[src/rtl/jt6295_seq.sv]
// jt6295_seq: command sequencer in front of the jt6295 ADPCM core.
// Queues play/stop requests in a small FIFO and serialises each one into
// the core's byte-wide wrn/din write protocol (play = 2 bytes, stop = 1).
// Before a play is written, the target channel's busy flag is checked;
// the request either waits for it (bounded by TOUT cen pulses) or is dropped.
//
// Ports:
//   clk, rst_n  system clock, asynchronous active-low reset
//   cen         clock enable shared with jt6295
//   req_*       request handshake (valid/ready) and payload
//   oki_wrn     write strobe to jt6295 (active low)
//   oki_din     write data to jt6295
//   oki_dout    jt6295 status, bit n = channel n playing
//   done/err    one-clk pulses: request completed / request dropped
//   busy        high while a request is in flight or queued
module jt6295_seq #(
    parameter int AW        = 2,
    parameter int WR_CEN    = 2,
    parameter int WAIT_BUSY = 1,
    parameter int TOUT      = 4095
) (
    input  logic       clk,
    input  logic       rst_n,
    input  logic       cen,
    input  logic       req_valid,
    output logic       req_ready,
    input  logic       req_stop,
    input  logic [6:0] req_phrase,
    input  logic [1:0] req_ch,
    input  logic [3:0] req_att,
    output logic       oki_wrn,
    output logic [7:0] oki_din,
    input  logic [3:0] oki_dout,
    output logic       done,
    output logic       err,
    output logic       busy
);
    localparam int DEPTH = 2**AW;
    localparam int PW    = (WR_CEN > 1) ? $clog2(WR_CEN) : 1;

    typedef enum logic [2:0] {
        ST_IDLE, ST_CHECK, ST_W1L, ST_W1H, ST_W2L, ST_W2H, ST_DONE, ST_DROP
    } state_t;

    state_t        state, state_nxt;

    logic [14:0]   mem [DEPTH];
    logic [AW:0]   wr_ptr, rd_ptr;
    logic          empty, full, push, pop;

    logic          w_stop;
    logic [6:0]    w_phrase;
    logic [1:0]    w_ch;
    logic [3:0]    w_att;

    logic [PW-1:0] pcnt;
    logic [11:0]   wcnt;
    logic          phase_end, tout_hit, ch_busy;
    logic [3:0]    ch_oh;
    logic [7:0]    byte1, byte2, din_nxt;

    // FIFO pointers carry one extra wrap bit to tell full from empty
    assign empty     = (wr_ptr == rd_ptr);
    assign full      = (wr_ptr[AW] != rd_ptr[AW]) &&
                       (wr_ptr[AW-1:0] == rd_ptr[AW-1:0]);
    assign push      = req_valid && !full;
    assign pop       = (state == ST_IDLE) && !empty;
    assign req_ready = !full;

    assign phase_end = cen && (pcnt == PW'(WR_CEN - 1));
    assign tout_hit  = cen && (wcnt == 12'(TOUT - 1));
    assign ch_busy   = oki_dout[w_ch];
    assign ch_oh     = 4'b0001 << w_ch;
    assign byte1     = w_stop ? {1'b0, ch_oh, 3'b000} : {1'b1, w_phrase};
    assign byte2     = {ch_oh, w_att};

    always_comb begin
        state_nxt = state;
        din_nxt   = oki_din;
        case (state)
            ST_IDLE:  if (!empty) state_nxt = ST_CHECK;
            ST_CHECK: begin
                // a channel freeing on the timeout edge still wins
                if (w_stop || !ch_busy) begin
                    state_nxt = ST_W1L;
                    din_nxt   = byte1;
                end else if (WAIT_BUSY == 0) begin
                    state_nxt = ST_DROP;
                end else if (tout_hit) begin
                    state_nxt = ST_DROP;
                end
            end
            ST_W1L:   if (phase_end) state_nxt = ST_W1H;
            ST_W1H: begin
                if (phase_end) begin
                    if (w_stop) begin
                        state_nxt = ST_DONE;
                    end else begin
                        state_nxt = ST_W2L;
                        din_nxt   = byte2;
                    end
                end
            end
            ST_W2L:   if (phase_end) state_nxt = ST_W2H;
            ST_W2H:   if (phase_end) state_nxt = ST_DONE;
            ST_DONE:  state_nxt = ST_IDLE;
            ST_DROP:  state_nxt = ST_IDLE;
            default:  state_nxt = ST_IDLE;
        endcase
    end

    assign oki_wrn = !((state == ST_W1L) || (state == ST_W2L));
    assign done    = (state == ST_DONE);
    assign err     = (state == ST_DROP);
    assign busy    = (state != ST_IDLE) || !empty;

    always_ff @(posedge clk or negedge rst_n) begin
        if (!rst_n) begin
            state    <= ST_IDLE;
            oki_din  <= '0;
            wr_ptr   <= '0;
            rd_ptr   <= '0;
            w_stop   <= 1'b0;
            w_phrase <= '0;
            w_ch     <= '0;
            w_att    <= '0;
            pcnt     <= '0;
            wcnt     <= '0;
        end else begin
            state   <= state_nxt;
            oki_din <= din_nxt;
            if (push) wr_ptr <= wr_ptr + {{AW{1'b0}}, 1'b1};
            if (pop) begin
                rd_ptr <= rd_ptr + {{AW{1'b0}}, 1'b1};
                {w_stop, w_phrase, w_ch, w_att} <= mem[rd_ptr[AW-1:0]];
            end
            // phase counter restarts on every state change
            if (state_nxt != state) pcnt <= '0;
            else if (cen)           pcnt <= pcnt + PW'(1);
            // wait counter only runs in CHECK, so it is zero on entry
            if (state != ST_CHECK)  wcnt <= '0;
            else if (cen)           wcnt <= wcnt + 12'd1;
        end
    end

    always_ff @(posedge clk) begin
        if (push) mem[wr_ptr[AW-1:0]] <= {req_stop, req_phrase, req_ch, req_att};
    end

endmodule
[config.mk]
export PLATFORM = sky130hd
export DESIGN_NAME = jt6295_seq
export DESIGN_NICKNAME = d
export VERILOG_FILES = /design/src/rtl/jt6295_seq.sv
export SDC_FILE = /design/constraint.sdc
export NUM_CORES = 1
export LEC_CHECK = 0
export CORE_MARGIN = 3
export CORE_UTILIZATION = 40
export CTS_BUF_LIST = sky130_fd_sc_hd__clkbuf_8 sky130_fd_sc_hd__clkbuf_16
export DETAILED_ROUTE_END_ITERATION = 8
export HOLD_SLACK_MARGIN = 0.08
export PLACE_DENSITY = 0.59
export SLEW_MARGIN = 20
export SYNTH_ARGS = -nofsm -noshare
export SYNTH_HDL_FRONTEND = slang
export SYNTH_SLANG_ARGS = --single-unit
[constraint.sdc]
create_clock -name clk -period 3 [get_ports clk]
set_input_delay 0.75 -clock clk [delete_from_list [all_inputs] [get_ports clk]]
set_output_delay 0.75 -clock clk [all_outputs]
set_load 0.02 [all_outputs]
# Word-level counts from Yosys, hierarchy flattened
# Memories as Yosys holds them, arrays and structs flattened. A register that Yosys moved wholly into a read port is not among the register bits.
# Cells that the tools add are included.
word_totals:
  reg_bits: 30
  mem_bits_rw: 56
  in_bits: 22
  output_inout_bits: 13
  elab_cells: 71
  memories: 1
memory_table:
  columns: ["memory", "depth", "width", "read_ports", "rd_ports_with_merged_regs", "write_ports", "line_no", "source"]
  rows:
  - ["mem", 4, 14, 1, 1, 1, "47", "logic [14:0] mem [DEPTH];"]
classes:
  add_sub_neg: 4
  magnitude_cmp: 1
  eq_ne: 16
  n_shift: 1
  n_mux: 22
  reduce_logical: 20
op_table:
  columns: ["op", "count"]
  rows:
  - ["two-way mux 8 bit", 4]
  - ["two-way mux 12 bit", 2]
  - ["two-way mux 3 bit", 7]
  - ["one-hot mux 3 bit (7 select lines)", 1]
  - ["one-hot mux 8 bit (2 select lines)", 1]
  - ["adder 12 x 1 -> 12 bit, second input constant", 1]
  - ["== test 12 bit, second input constant", 1]
  - ["== test 3 bit, second input constant", 4]
  - ["adder 3 x 1 -> 3 bit, second input constant", 2]
  - ["== test 3 x 2 -> 1 bit, second input constant", 2]
  - ["inequality test 2 bit, second input constant", 3]
  - ["nonzero test 2 bit", 3]
  - ["logical AND 1 bit", 5]
  - ["logical NOT 1 bit", 5]
  - ["two-way mux 1 bit", 5]
  - ["AND reduction 4 bit", 1]
  - ["left shift 1 x 2 -> 4 bit, first input constant", 1]
  - ["== test 3 x 1 -> 1 bit, second input constant", 1]
  - ["== test 3 bit", 1]
  - ["logical NOT 3 bit", 1]
  - ["logical OR 1 bit", 3]
  - ["< comparator 2 x 3 -> 1 bit, second input constant", 1]
  - ["inequality test 3 x 1 -> 1 bit, second input constant", 1]
  - ["inequality test 3 bit", 1]
  - ["other kinds (7)", 7]

# Longest topological paths before layout
depth:
  word_depth: 8
  ltp_mapped: 6
  depth_no_buf: 6

# Worst setup path before layout
# OpenSTA, ideal clock, no wires.
synth_timing:
  kind: "reg2out"
  from: "register rd_ptr[1]"
  to: "output busy"
  t_arrival_ns: 1.293
  required_time_ns: 2.250
  setup_slack_ns: 0.957
  stages_incl_launch_ff: 5
  cell_sequence: "dfrtp_1 clkbuf_8 xnor2_2 nand3_1 or2_2"
synth_via:
  elab_chain_len: 3
synth_rtl:
  columns: ["element", "line_no", "source"]
  rows:
  - ["start, declared", "48", "logic [AW:0] wr_ptr, rd_ptr;"]
  - ["start signal, assigned", "134", "rd_ptr <= rd_ptr + {{AW{1'b0}}, 1'b1};"]
  - ["== test 3 bit", "63", "assign empty = (wr_ptr == rd_ptr);"]
  - ["logical NOT 1 bit", "115", "assign busy = (state != ST_IDLE) || !empty;"]
  - ["logical OR 1 bit", "115", null]
  - ["end, declared", "36", "output logic busy"]
# No other way between the ends.

# Worst setup path in the final report
layout_timing:
  from: "register state[1]"
  to: "output busy"
layout_via:
  elab_chain_len: 2
layout_rtl:
  columns: ["element", "line_no", "source"]
  rows:
  - ["start, declared", "45", "state_t state, state_nxt;"]
  - ["start signal, assigned", "130", "state <= state_nxt;"]
  - ["nonzero test 3 bit", "115", null]
  - ["logical OR 1 bit", "115", null]
# No other way between the ends.

==> results.md <==
- Summing all flip-flop and latch instances after layout gives 0.00278 mm².
- The share of the Yosys chip area taken by registers is 61.4%.
- The ratio of cells with drive above 1 in the final layout is 19.6%.
- Summing every instance area after synthesis gives 0.00453 mm².
- The Yosys step of the flow raised 0 warnings.
- In this run the power density over the cells is 997 mW/mm².
- The die is 112 µm tall.
- STA classifies the critical path startpoint as a register.
- The clock slew seen by the registers of the worst setup and hold paths is 70 ps.
- Dividing the detail-routed via count by the number of cells gives approximately 5.
- The width of the die is 112 µm.
- The top cell types in the final layout, fill and taps aside, are edfxtp_1 (56), dfrtp_1 (44), clkdlybuf4s50_1 (33), mux2_4 (18), nand2_1 (15).
- The number of setup buffers added after CTS is 0.
- The worst-case IR drop observed on VDD is 0.337 mV.
- The die area is 0.0126 mm².
- For this run, design rule violations remaining after detail routing come to 0.
- Routed signal wires occupy layers up through met4.
- The wire length of the first global-routing pass is 12800 µm.
- At the placement stage, the worst setup path has a slack of 405 ps.
- The endpoint kind of the worst setup timing path is an output port.
- Counting the fill cells in the layout gives around 960.
- Dividing the detail-routed wire length by the instance count gives 15.7 µm.
- Along the worst path, the maximum fanout reaches 10.
- Clock tree synthesis inserted a total of 9 buffers.
- The worst pin sits at a relative slew slack of a little over three fifths.
- The final layout contains routed wiring with a total length of between 7000 and 8000 µm.
- The number of flops mapped to enable cells by yosys is between 50 and 60.
- The flow ran to the end, and the final reports show no timing, DRC or antenna violations.
- The detailed router put a total of around 3500 µm of wire on met1.
- The routed length on met3 is 321 µm.
- The number of buffers on the longest clock path is 2.
- The multi-input gate area in the final layout is 0.00154 mm².
- Across all setup checks in the final design, the least slack found is 121 ps.
- The hold buffer count at CTS is 0.
- The routed via count is 2388.
- Detailed placement finished with a half-perimeter wire length of between 5000 and 6000 µm.
- The static power due to leakage is ~2.0 nW.
- The placer congestion estimate is 0.750.
- Pin placement for this block handled 35 I/O pins.
- The max-slew violation count is 0.
- Across all hold checks on the routed design, the worst slack comes to 384 ps.
- The count of antenna-violating nets left after detailed routing is 0.
- Setup violations remaining at the end of the flow were counted as 0.
- The share of flip-flops with an asynchronous set or reset after synthesis is 44.0%.
- From synthesis to final layout, the design area changed by 16.4%.
- The total count of hold-check failures in the final report was 0.
- The H-tree depth is 3.
- 0 antenna diodes ended up in the layout.
- Each instance of the synthesized netlist takes up on average between 15 and 20 µm².
- The number of gates resized after cts is 0.
- The path type of the worst setup path is reg2out.
- The library cell used most frequently in the layout, excluding fill and tap cells, is edfxtp_1.
- The TritonCTS clock tree is built.
- The final critical-path required period is ~2900 ps.
- The tree built by TritonCTS fans out to 100 sinks.
- The total of flip-flops plus latches after synthesis is 100.
- Setup repair after global routing left no endpoint under its margin.
- The tightest min-delay check is of the in2async type.
- The number of maximum-capacitance constraint violations is 0.
- The number of distinct library cells after synthesis is between 40 and 50.
- The insertion delay of the later-clocked pin in the worst-skew pair is about 350 ps.
- When the netlist entered floorplanning its net count stood at 321.
- Summed over all failing endpoints, the final setup total negative slack is 0 ps.
- The part of the cycle the worst path needs is 96.0%.
- The number of search-and-repair iterations in the first detailed-routing pass is 4.
- The clock arrives with between 15 and 20 ps of skew.
- In this run the core area contains 38 standard-cell rows.
- For the worst setup path, the data arrival time is 2130 ps.
- The detailed router finished its first iteration with 132 violations.
- The number of I/O port buffers is 34.
- The number of instances in the synthesized netlist is 292.
- Static timing analysis puts the maximum clock frequency at 347 MHz.
- For this run, the total global-route usage over all layers was measured as 12.9%.
- The routed length on met2 is 3520 µm.
- After the last flow step, the layout net total stands at 360.
- For this configuration, the core starts out at a cell density of 41.5%.
- In this run the standard cell core region covers 0.0109 mm².
- The actual slew at the worst max-slew pin is between 500 and 600 ps.
- Clock tree synthesis selected as its root buffer the cell clkbuf_16.
- STA puts the critical path data required time at 2250 ps.
- The via count of the first global-routing pass is 2420.
- The total global routing overflow is 0.
- The initial antenna violation count is 0.
- Entering global routing, the biggest net connects 45 pins.
- The flip-flop cell with the highest count after synthesis is edfxtp_1.
[layout make-up]
class	count	area share, %
Multi-Input combinational cell	165	29.2
Clock inverter	7	1.83
Tap cell	140	3.32
Sequential cell	100	52.7
Inverter	10	0.711
Timing Repair Buffer	45	7.97
Clock buffer	9	4.27
[state kept, by name, summed over array words and instances, names as in the netlist]
register	cells
wcnt	12
w_ch	2
wr_ptr	3
mem	56
w_stop	1
oki_din	8
w_phrase	7
state	3
pcnt	1
rd_ptr	3
w_att	4
[cell usage after synthesis, types with 3 or more instances]
| master | instances | share of area, % |
|---|---|---|
| mux4_2 | 7 | 3.5 |
| clkbuf_1 | 3 | 0.25 |
| a31oi_1 | 3 | 0.41 |
| mux4_1 | 7 | 4.1 |
| nand3_1 | 6 | 0.66 |
| ha_1 | 7 | 1.9 |
| nand2_1 | 15 | 1.2 |
| inv_1 | 10 | 0.83 |
| nor3_1 | 3 | 0.33 |
| buf_6 | 8 | 2.0 |
| xnor2_1 | 8 | 1.5 |
| xor2_1 | 9 | 1.7 |
| nor2_1 | 14 | 1.2 |
| nand4_1 | 5 | 0.69 |
| mux2i_1 | 5 | 1.1 |
| edfxtp_1 | 56 | 37 |
| a21oi_1 | 4 | 0.44 |
| mux2_4 | 18 | 6.0 |
| or2_2 | 3 | 0.41 |
| dfrtp_1 | 44 | 24 |
| nand3b_1 | 5 | 0.83 |
| and2_1 | 5 | 0.69 |
| o21ai_0 | 12 | 1.3 |
| clkbuf_8 | 3 | 0.91 |
[report_power, final]
part           switching (mW)  internal [mW]  leakage [nW]  total, mW
clock                   0.574          0.604         0.155       1.18
combinational           0.931           1.04         0.799       1.97
sequential              0.247           1.86          1.07       2.11
total                    1.75           3.51          2.02       5.26
[path summary, 6_finish.rpt]
check                      slack, ps  cells past startpoint          end         from
max                              120                      3         busy     state[1]
min                              380                      1      wcnt[7]        rst_n
max reg2reg                      880                      4   oki_din[2]     state[1]
min reg2reg                      520                      1  w_phrase[1]  w_phrase[1]
max in group asynchronous       2230                      1    wr_ptr[1]        rst_n
min in group clk                 520                      1  w_phrase[1]  w_phrase[1]
[metrics by stage]
stage                     std cells  area (µm²)  total power [mW]  util, %
after CTS                       476        5270              5.35     48.2
after detailed placement        460        4950              4.15     45.3
after global placement          460        4950              4.11     45.3
final                           476        5280              5.26     48.2
after global routing            476        5280              5.61     48.2
after floorplan                 292        4530              3.70        -
[cells by family (layout without fill, tap and decap cells)]
group           after synthesis  count (layout)  synth area share (%)
flops                       100             100                  61.4
buf+inv                      27              71                  4.69
compound gates               30              30                  4.58
simple gates                 71              71                  8.58
fa+ha+maj                     7               7                  1.93
mux                          38              38                  14.8
xor+xnor                     19              19                  4.00
[worst max-delay path, cell delays in order, from the launching register on]
cell             delay [ps]
dfrtp_1                 500
or3_4                   440
or2_2                   300
clkdlybuf4s50_1         550
[metal layers]
metal	global-route usage, %	up-vias
li1	-	1158
met1	17.5	1183
met2	19.9	38
met3	4.26	9
met4	4.09	0
met5	0	-
No activity file was read; power rests on OpenSTA's default activity.
==> edit 1: new RTL, config.mk and constraints unchanged <==
Encoding of `state_t`: now one-hot (8 bits for 8 states).
--- a/src/rtl/jt6295_seq.sv
+++ b/src/rtl/jt6295_seq.sv
@@ -40,4 +40,4 @@
 
-    typedef enum logic [2:0] {
-        ST_IDLE, ST_CHECK, ST_W1L, ST_W1H, ST_W2L, ST_W2H, ST_DONE, ST_DROP
+    typedef enum logic [7:0] {
+        ST_IDLE = 8'b00000001, ST_CHECK = 8'b00000010, ST_W1L = 8'b00000100, ST_W1H = 8'b00001000, ST_W2L = 8'b00010000, ST_W2H = 8'b00100000, ST_DONE = 8'b01000000, ST_DROP = 8'b10000000
     } state_t;
Formal check against the unedited RTL: no difference found for any inputs over 10 cycles, from zero or initial values and one cycle with rst_n low; not proved beyond that.
==> edit 1 against the original RTL <==
Area after synthesis increased by 1.3%; routed wire length increased by 14%; die area increased by 1.2%; power decreased by 1.2%; critical path depth increased by 1; worst setup slack improved by 190 ps; final area increased by 3.9%; clock skew decreased by 6.4 ps; sequential cell count increased by 5; combinational power decreased by 4%; critical endpoint is now req_ready.
==> edit 1: results (changes against the original RTL) <==
status=complete, no violations; Post-DP Area=5160 um^2 (+4.2%); CP max stage delay=630 ps (+80 ps); #MultiIn Comb=194 (+18%); crit path DAT=1940 ps (-190 ps); fin cells=518 (+8.8%); Multi-input gate area=1590 um^2 (+3.3%); synth top area cells=edfxtp_1 37%, dfrtp_1 26%, mux4_2 7.4%; Syn Inst Count=325 (+11%); Layout Skew=8.64 ps (-6.38 ps); DRT iter0 DRCs=152 (+15%); Seq/total area=0.531 (+0.00354); post-CTS resize count=4 (+4); placer congestion estimate=0.899 (+20%); Total Routing Usage GR=0.142 (+0.0129); r2r setup slk=810 ps (-70 ps); non-clk buf share=0.0877 (+0.00797); crit path to=req_ready; vias in the first global route=2,798 (+16%); CP Max Fanout=6 (-4); post-synthesis mux area share=0.119 (-0.0291); nets@finish=402 (+12%); Post-synth ARST share=0.467 (+0.0267); Buffers excl. clock=53 (+18%); largest net degree at the start of global routing=29 (-36%); Reg-to-Reg Start=state[7]$_DFF_PN0_
-- edit 1: routing by layer --
layer	up-vias	track usage	wire length [um]
met5	-	0	0
met4	0	0.0457	142
met3	10	0.0417	372
met2	54	0.231	4060
met1	1332	0.184	3940
li1	1308	-	-
-- edit 1: power by group --
group          internal [W]  switching [W]  total, W
logic              0.000936       0.000951   0.00189
registers           0.00194       0.000246   0.00219
clock network      0.000579       0.000539   0.00112
-- edit 1: how the worst min path moves through the flow --
stage                                      from                      to  slack [ps]  cells after the start
after floorplan                           rst_n  oki_din[0]$_DFFE_PN0P_         450                      0
after global placement    wr_ptr[2]$_DFFE_PN0P_   wr_ptr[2]$_DFFE_PN0P_         480                      1
after detailed placement  wr_ptr[2]$_DFFE_PN0P_   wr_ptr[2]$_DFFE_PN0P_         480                      1
after CTS                                 rst_n     wcnt[3]$_DFFE_PN0P_         170                      1
after global routing                      rst_n     wcnt[3]$_DFFE_PN0P_         160                      1
final                                     rst_n     wcnt[3]$_DFFE_PN0P_         180                      1
==> edit 2: new RTL, same settings <==
Without the edit above. The parameter `WR_CEN` goes from 2 to 4.
--- a/src/rtl/jt6295_seq.sv
+++ b/src/rtl/jt6295_seq.sv
@@ -17,3 +17,3 @@
     parameter int AW        = 2,
-    parameter int WR_CEN    = 2,
+    parameter int WR_CEN    = 4,
     parameter int WAIT_BUSY = 1,
Formal check against the unedited RTL: not equivalent (Yosys sat finds a counterexample within 10 cycles, from zero or initial values and one cycle with rst_n low).
==> edit 2 against the original RTL <==
Final cell count grew 2.7%; worst setup slack gained 68 ps; sequential cell count grew 1; final area shrank 2.4%; combinational power shrank 2%; via count grew 5.5%; count of clock-buffer cells in the layout is the same; area after synthesis shrank 2.2%; routed wire length grew 6.2%; power shrank 8.7%; die area shrank 2.1%; highest routed layer unchanged.
==> edit 2: results (changes against the original RTL) <==
status=complete, no violations; RR Endpoint=pcnt[1]$_DFFE_PN0P_; post-detail-place hpwl=5.34 mm (+6.2%); M1 WL=3.80 mm (+7.7%); Worst-Margin Slew=579 ps (+22.7 ps); met3 routed WL=302 um (-5.9%); net count after synthesis=334 (+4.0%); crit path DAT=2060 ps (-70 ps); placer congestion estimate=0.782 (+4.3%); CP Max Fanout=3 (-7); met3 usage=0.0437 (+0.00108); Cell variety after synth=46 (-4.2%); CTS root buf=clkbuf_8; largest net degree at the start of global routing=46 (+2.2%); Die X=111 um (-1.0%); switching power=0.00166 W (-5.4%); vias in the first global route=2,559 (+5.7%); VDD IR max=0.364 mV (+8.2%); Layout Skew=10.0 ps (-5.01 ps); grt met1 use=0.183 (+0.00791); share of cells above drive strength 1=0.181 (-0.0151); DRT iter0 DRCs=127 (-3.8%); via density per instance=5.15 (+2.7%); Reg-to-Reg Start=state[2]$_DFF_PN0_; r2r setup slk=720 ps (-160 ps); nets@finish=378 (+5.0%); Reg clk slew, reported paths=100 ps (+30 ps); Total Routing Usage GR=0.134 (+0.00530); met2 WL post-DR=3.77 mm (+7.2%); commonest cells in the netlist=56 x edfxtp_1, 45 x dfrtp_1, 18 x nand2_1; met2 global-route usage=0.211 (+0.0124)
edit 2: stage by stage:
step                      setup WS (ps)  cells  power (W)  utilization
after floorplan                     841    304    0.00347            -
after global placement              370    473    0.00406        0.471
after detailed placement            344    473    0.00410        0.471
after CTS                           143    489    0.00488        0.487
after global routing               66.1    489    0.00516        0.488
final                               189    489    0.00480        0.488
edit 2: how the worst min path moves through the flow:
| stage | slack (ps) | depth (start not counted) | endpoint | start |
|---|---|---|---|---|
| floorplan | 450 | 0 | oki_din[0]$_DFFE_PN0P_ | rst_n |
| global placement | 490 | 1 | w_phrase[3]$_DFFE_PN0P_ | w_phrase[3]$_DFFE_PN0P_ |
| detailed placement | 500 | 1 | w_phrase[3]$_DFFE_PN0P_ | w_phrase[3]$_DFFE_PN0P_ |
| CTS | 520 | 1 | w_phrase[3]$_DFFE_PN0P_ | w_phrase[3]$_DFFE_PN0P_ |
| global route | 400 | 1 | wcnt[4]$_DFFE_PN0P_ | rst_n |
| finish | 380 | 1 | wcnt[2]$_DFFE_PN0P_ | rst_n |
edit 2: worst max-delay path: stages (launching register included):
cell and delay [ps]:
dfrtp_1 380, or3_1 430, or3_1 340, clkdlybuf4s50_1 550
edit 2: cell type report:
type                            instances  area (um^2)
Timing Repair Buffer                   48          443
Sequential cell                       101         2810
Clock buffer                            9          124
Fill cell                             923         5410
Multi-Input combinational cell        176         1510
Inverter                               12         45.0
Clock inverter                          7         52.6
Tap cell                              136          170
edit 2: logic make-up (layout without fill, tap and decap cells):
logic type,Yosys count,in the layout,synth area share
adder cells (fa/ha/maj),9,9,0.0248
AND/OR/NAND/NOR,75,75,0.0880
flip-flops,101,101,0.633
multiplexers,37,37,0.137
XOR/XNOR,19,19,0.0375
AO/OA/AOI/OAI,36,36,0.0522
buffers and inverters,27,76,0.0274
